--- config.mk ---
export PLATFORM = sky130hd
export DESIGN_NAME = signed_logic
export DESIGN_NICKNAME = d
export VERILOG_FILES = /design/src/rtl/signed_logic_pkg.sv /design/src/rtl/signed_logic_core.sv /design/src/rtl/signed_logic.sv
export SDC_FILE = /design/constraint.sdc
export NUM_CORES = 1
export LEC_CHECK = 0
export ABC_AREA = 1
export CORE_UTILIZATION = 45
export CTS_BUF_LIST = sky130_fd_sc_hd__clkbuf_4 sky130_fd_sc_hd__clkbuf_8
export DETAILED_ROUTE_END_ITERATION = 7
export GPL_ROUTABILITY_DRIVEN = 0
export PLACE_DENSITY_LB_ADDON = 0.15
export SYNTH_ARGS = -nofsm -noshare
export SYNTH_HDL_FRONTEND = slang
export SYNTH_HIERARCHICAL = 1
export SYNTH_SLANG_ARGS = --single-unit
--- constraint.sdc ---
create_clock -name clk -period 1.56 [get_ports clk]
set_input_delay 0.156 -clock clk [delete_from_list [all_inputs] [get_ports clk]]
set_output_delay 0.156 -clock clk [all_outputs]
set_load 0.02 [all_outputs]
--- src/rtl/signed_logic_pkg.sv ---
// Shared opcode encodings and default operand width for the signed_logic block.
package signed_logic_pkg;

  localparam int DEFAULT_WIDTH = 32;

  localparam logic [1:0] OP_AND = 2'b00;
  localparam logic [1:0] OP_OR  = 2'b01;
  localparam logic [1:0] OP_XOR = 2'b10;
  localparam logic [1:0] OP_NOT = 2'b11;

endpackage

--- src/rtl/signed_logic_core.sv ---
// Combinational bitwise operation decode; anything that is not AND/OR/XOR selects NOT.
module signed_logic_core
  import signed_logic_pkg::*;
#(
  parameter int WIDTH = DEFAULT_WIDTH
) (
  input  logic signed [WIDTH-1:0] a,
  input  logic signed [WIDTH-1:0] b,
  input  logic        [1:0]       sel,
  output logic signed [WIDTH-1:0] res
);

  always_comb begin
    res = ~a;
    case (sel)
      OP_AND:  res = a & b;
      OP_OR:   res = a | b;
      OP_XOR:  res = a ^ b;
      default: res = ~a;
    endcase
  end

endmodule

--- src/rtl/signed_logic.sv ---
// Registered bitwise logic unit: one-cycle latency, result plus zero/negative flags.
module signed_logic
  import signed_logic_pkg::*;
#(
  parameter int WIDTH = DEFAULT_WIDTH
) (
  input  logic                    clk,
  input  logic                    rst,
  input  logic                    in_valid,
  input  logic signed [WIDTH-1:0] a,
  input  logic signed [WIDTH-1:0] b,
  input  logic        [1:0]       sel,
  output logic signed [WIDTH-1:0] out,
  output logic                    out_valid,
  output logic                    zero,
  output logic                    neg
);

  logic signed [WIDTH-1:0] res_p0_d;
  logic signed [WIDTH-1:0] res_p1_q;
  logic                    vld_p1_q;
  logic                    zero_p1_q;
  logic                    neg_p1_q;

  function automatic logic is_zero(input logic signed [WIDTH-1:0] v);
    return (v == '0);
  endfunction

  signed_logic_core #(
    .WIDTH(WIDTH)
  ) u_core (
    .a  (a),
    .b  (b),
    .sel(sel),
    .res(res_p0_d)
  );

  // p0 -> p1: flags are registered with the result so they always describe out
  always_ff @(posedge clk) begin
    if (rst) begin
      res_p1_q  <= '0;
      vld_p1_q  <= 1'b0;
      zero_p1_q <= 1'b1;
      neg_p1_q  <= 1'b0;
    end else begin
      vld_p1_q <= in_valid;
      if (in_valid) begin
        res_p1_q  <= res_p0_d;
        zero_p1_q <= is_zero(res_p0_d);
        neg_p1_q  <= res_p0_d[WIDTH-1];
      end
    end
  end

  assign out       = res_p1_q;
  assign out_valid = vld_p1_q;
  assign zero      = zero_p1_q;
  assign neg       = neg_p1_q;

endmodule

### Yosys cells after proc, flatten, opt, wreduce, memory -nomap -nowiden

Index checks and enable logic that the tools add are counted.
W data, S select, Z words.

* bits in registers: 35
* input port bits: 69
* output and inout bits: 35
* logic and storage cells: 13

* equality and inequality tests: 2
* multiplexer cells: 1
* bitwise logic cells: 4
* reductions and logical operators: 2

Operators by type and width (number)
* $pmux W32 S3: 1
* $and A32 B32 Y32: 1
* $logic_not A32 Y1: 1
* $not A32 Y32: 1
* $or A32 B32 Y32: 1
* $xor A32 B32 Y32: 1
* $eq A2 B1 Y1 const B: 1
* $eq A2 B2 Y1 const B: 1
* $logic_not A2 Y1: 1

### Depth between registers and ports, before layout

* word-level depth: 3
* gate-level depth with buffers: 13
* mapped depth without buffers: 12

### Cells and area by module

The synthesis kept the hierarchy.

Modules (own cells, without submodules)
* signed_logic_core: times used 1, cells an instance 343, area each 2059.5 um^2, seq. area each 0.0 um^2
* signed_logic: times used 1, cells an instance 169, area each 1395.1 um^2, seq. area each 680.7 um^2

### Least setup slack after synthesis

No wires, ideal clock.

* kind: input to register
* from: in sel[0]
* to: reg zero_p1_q, in the netlist zero
* setup time: 58 ps
* arrival: 1136 ps
* data required time: 1502 ps
* slack: 366 ps
* stages: 11
* buffers on the path: 2
* cell sequence: buf_4 inv_2 nor2_4 buf_2 nand2_1 nand4_1 nor2_1 nand3_1 nor2_1 nand3_1 nand2_1

* word-level cells in the longest chain between the ends: 3
* elaborated cells on any way between the ends: 5
* classes of those cells: eq/ne (2); mux (1); reduce/logical (2)

RTL lines
* from (decl): RTL line signed_logic.sv:12 `input logic [1:0] sel,`
* $eq A2 B2 Y1, or another cell as far along: RTL line signed_logic_core.sv:15 `case (sel)`
* $pmux W32 S3 (*): RTL line signed_logic_core.sv:15
* net res_p0_d[19]: RTL line signed_logic.sv:19 `logic signed [WIDTH-1:0] res_p0_d;`
* $logic_not A32 Y1 (*): RTL line signed_logic.sv:26 `return (v == '0);`
* to (signal assigned): RTL line signed_logic.sv:49 `zero_p1_q <= is_zero(res_p0_d);`
* to (decl): RTL line signed_logic.sv:22 `logic zero_p1_q;`

Mark *: on every way through the listed nets, which the timed path passes. The rest lies on a longest branch.
A chain may end at the register's enable or synchronous reset.

### Worst setup path after layout

* from: in b[25]
* to: reg zero_p1_q, in the netlist zero

* word-level cells in the longest chain between the ends: 3
* elaborated cells on any way between the ends: 5
* classes of those cells: mux (1); bitwise (3); reduce/logical (1)

RTL lines
* from (decl): RTL line signed_logic.sv:11 `input logic signed [WIDTH-1:0] b,`
* $xor A32 B32 Y32, or another cell as far along: RTL line signed_logic_core.sv:18 `OP_XOR: res = a ^ b;`
* $pmux W32 S3 (*): RTL line signed_logic_core.sv:15
* net res_p0_d[25]: RTL line signed_logic.sv:19
* $logic_not A32 Y1 (*): RTL line signed_logic.sv:26

Marks and branches as above.

==> out/metrics.cfg <==
[sta]
tightest_slew_ps = 265.8
fin_tns_setup_ps = 0
fmax_mhz = 684.3
fin_crit_ps = 1461
slew_headroom = 0.8228
slew_viol_final = 0
setup_viol = 0
fin_skew_ps = 0
finalHoldViolCount = 0
period_share = 0.9368
setup_ws_ps = 98.59
hold_ws_ps = 192.8

[route]
ant_nets = 0
drtIter0Drc = 200
via_count = 3641
drt_pass1_iterations = 4
routed_wl_um = 8693
drt-wirelength-per-cell_um = 11.72
via_per_inst = 4.907
drcViolationCount = 0

[grt]
gr-usage-met1 = 0.3176
top_usage_layer = met2
use_met3 = 0.01828
grt_max_degree = 65
grt_pass1_vias = 3196
grt_pass1_wl_um = 14240
grt_overflow = 0
track_usage = 0.2257
antenna_found_initial = 0
use_met2 = 0.3740

[critical_path]
reg2reg_to = out[15]
critPathBufInv = 2
r2r_setup_slack_ps = 920
cp_cell_sequence = clkdlybuf4s50_1 -> inv_1 -> ha_1 -> nand3_1 -> nand4_1 -> nor2_2 -> nand3_1 -> nor2_1 -> nand3_1 -> nand2_1
worst_path_max_delay_cell = clkdlybuf4s50_1
worstPathRequired_ps = 1790
crit_path_frequent_cell = nand3_1
cp_max_fo = 2
reg2reg_depth = 2
critPathTopFamily = simple AND/OR/NAND/NOR gates
cp_data_arrival_time_ps = 1690
worstReg2RegStart = out[15]
crit_path_start_kind = primary input
endpoint_kind = register
crit_type = in -> reg
slowest_delay_ps = 480

[yosys]
synth_edf_count = 0
netlist_instances = 512
netlist_area_um2 = 3455
seq_area_frac_synth = 0.1970
syn_avg_cell_area_um2 = 6.747
synth_flop_cell = dfxtp_1
async_flop_share = 0
ys_warn_count = 6
yosys.area.top_type_share = 0.2318
synthMostInstantiatedCell = inv_1
synth-seq-cells = 34
synth_top_cell_by_area = ha_1
syn_nets = 645
synth_common_cells = inv_1, nand2_1, nand3_1
ys_types = 21
synth_area_leaders = ha_1, dfxtp_1, inv_1, nand3_1, nand2_1

[floorplan]
die_w_um = 89.62
core-area_um2 = 7331
die-area_um2 = 8031
initial_core_util = 0.4712
die_h_um = 89.62
io_pins = 104
rows = 31

[worst_hold_path]
holdPathStages = 2
hold_end = out[14]
hp-class = in -> reg
hp-start = in_valid

[clocking]
cts_max_level = 2
hold_buffers = 0
cts_root_buffer = clkbuf_8
clock-sinks = 34
cts_max_path_buffers = 2
clock_latency_ps = 280
cts_buffers = 5
cts_tree = built
clk_pin_slew_ps = 70

[outcome]
outcome = completed

[layout]
nNetsFinal = 775
design_area_um2 = 4965
post_layout_nonfiller_instances = 742
fill_cells = 638
area_growth_pct = 43.72
num_antenna_cells = 0
fin_util = 0.6772
drive_above_1_share = 0.1400

[pwr]
ir_worst_vdd_mv = 0.2978
power_density_nw_per_um2 = 571.8
power.total_mw = 2.839
leakage_nw = 2.504

[placed_design]
placed_cells = 725
place_ws_ps = -261.7
dpl_cell_area_um2 = 4777
dp_hpwl_um = 6781
io_buffers = 103

[job]
drv_cap = 0

## cell usage in the layout, fill, tap and decap left out, drive strengths merged
master / Yosys / final
a211oi: 17 / 17
clkbuf: 3 / 6
clkinv: 0 / 1
nor2: 34 / 34
a21oi: 15 / 15
ha: 64 / 64
nand4: 34 / 34
dlymetal6s2s: 0 / 8
nand2: 98 / 98
dfxtp: 34 / 34
inv: 115 / 115
clkdlybuf4s50: 0 / 93
nor3: 1 / 1
nand3: 68 / 68
clkinvlp: 0 / 1
buf: 29 / 54
## layout make-up
cell class              count  area (um2)  area share
clock buffers               6       82.58     0.01663
clock inverters             2       12.51    0.002520
inverters                 115       434.2     0.08745
multi-input cells         331        2137      0.4304
flip-flops and latches     34       680.7      0.1371
well taps                  99       123.9     0.02495
repair buffers            155        1494      0.3009
## where the power goes
group	internal, mW	switching, mW
registers	0.933	0.0354
clock network	0.354	0.317
logic	0.611	0.589
## flip-flops by register name (all words and copies together) (netlist names)
signal     flops
out           32
out_valid      1
zero           1
## layer usage
metal | vias up | part of all wire | wire, um
met4 | 0 | 0.013 | 109
met3 | 11 | 0.054 | 466
li1 | 1879 | - | -
met2 | 109 | 0.46 | 4025
met1 | 1642 | 0.47 | 4091
met5 | - | 0 | 0
## cell families (layout without fill, tap and decap cells)
| group | after synthesis | in the layout | synth area share |
|---|---|---|---|
| compound gates | 32 | 32 | 0.06954 |
| fa+ha+maj | 64 | 64 | 0.2318 |
| buf+inv | 147 | 278 | 0.1858 |
| flops | 34 | 34 | 0.1970 |
| simple gates | 235 | 235 | 0.3158 |
## how the worst max path moves through the flow
stage                     cells past startpoint  slack, ps    from    to
after floorplan                              11        370  sel[0]  zero
after detailed placement                     10       -260   a[19]  zero
after global placement                       11       -240  sel[0]  zero
after CTS                                    10         30   a[19]  zero
after global routing                         10         -8   a[31]  zero
final                                        10        100   b[25]  zero
## timing repair
item	CTS	global route
setup buffers	0	9
endpoints found under the setup margin	0	5
resized for setup	0	11
Power figures use the tool's default switching activity.
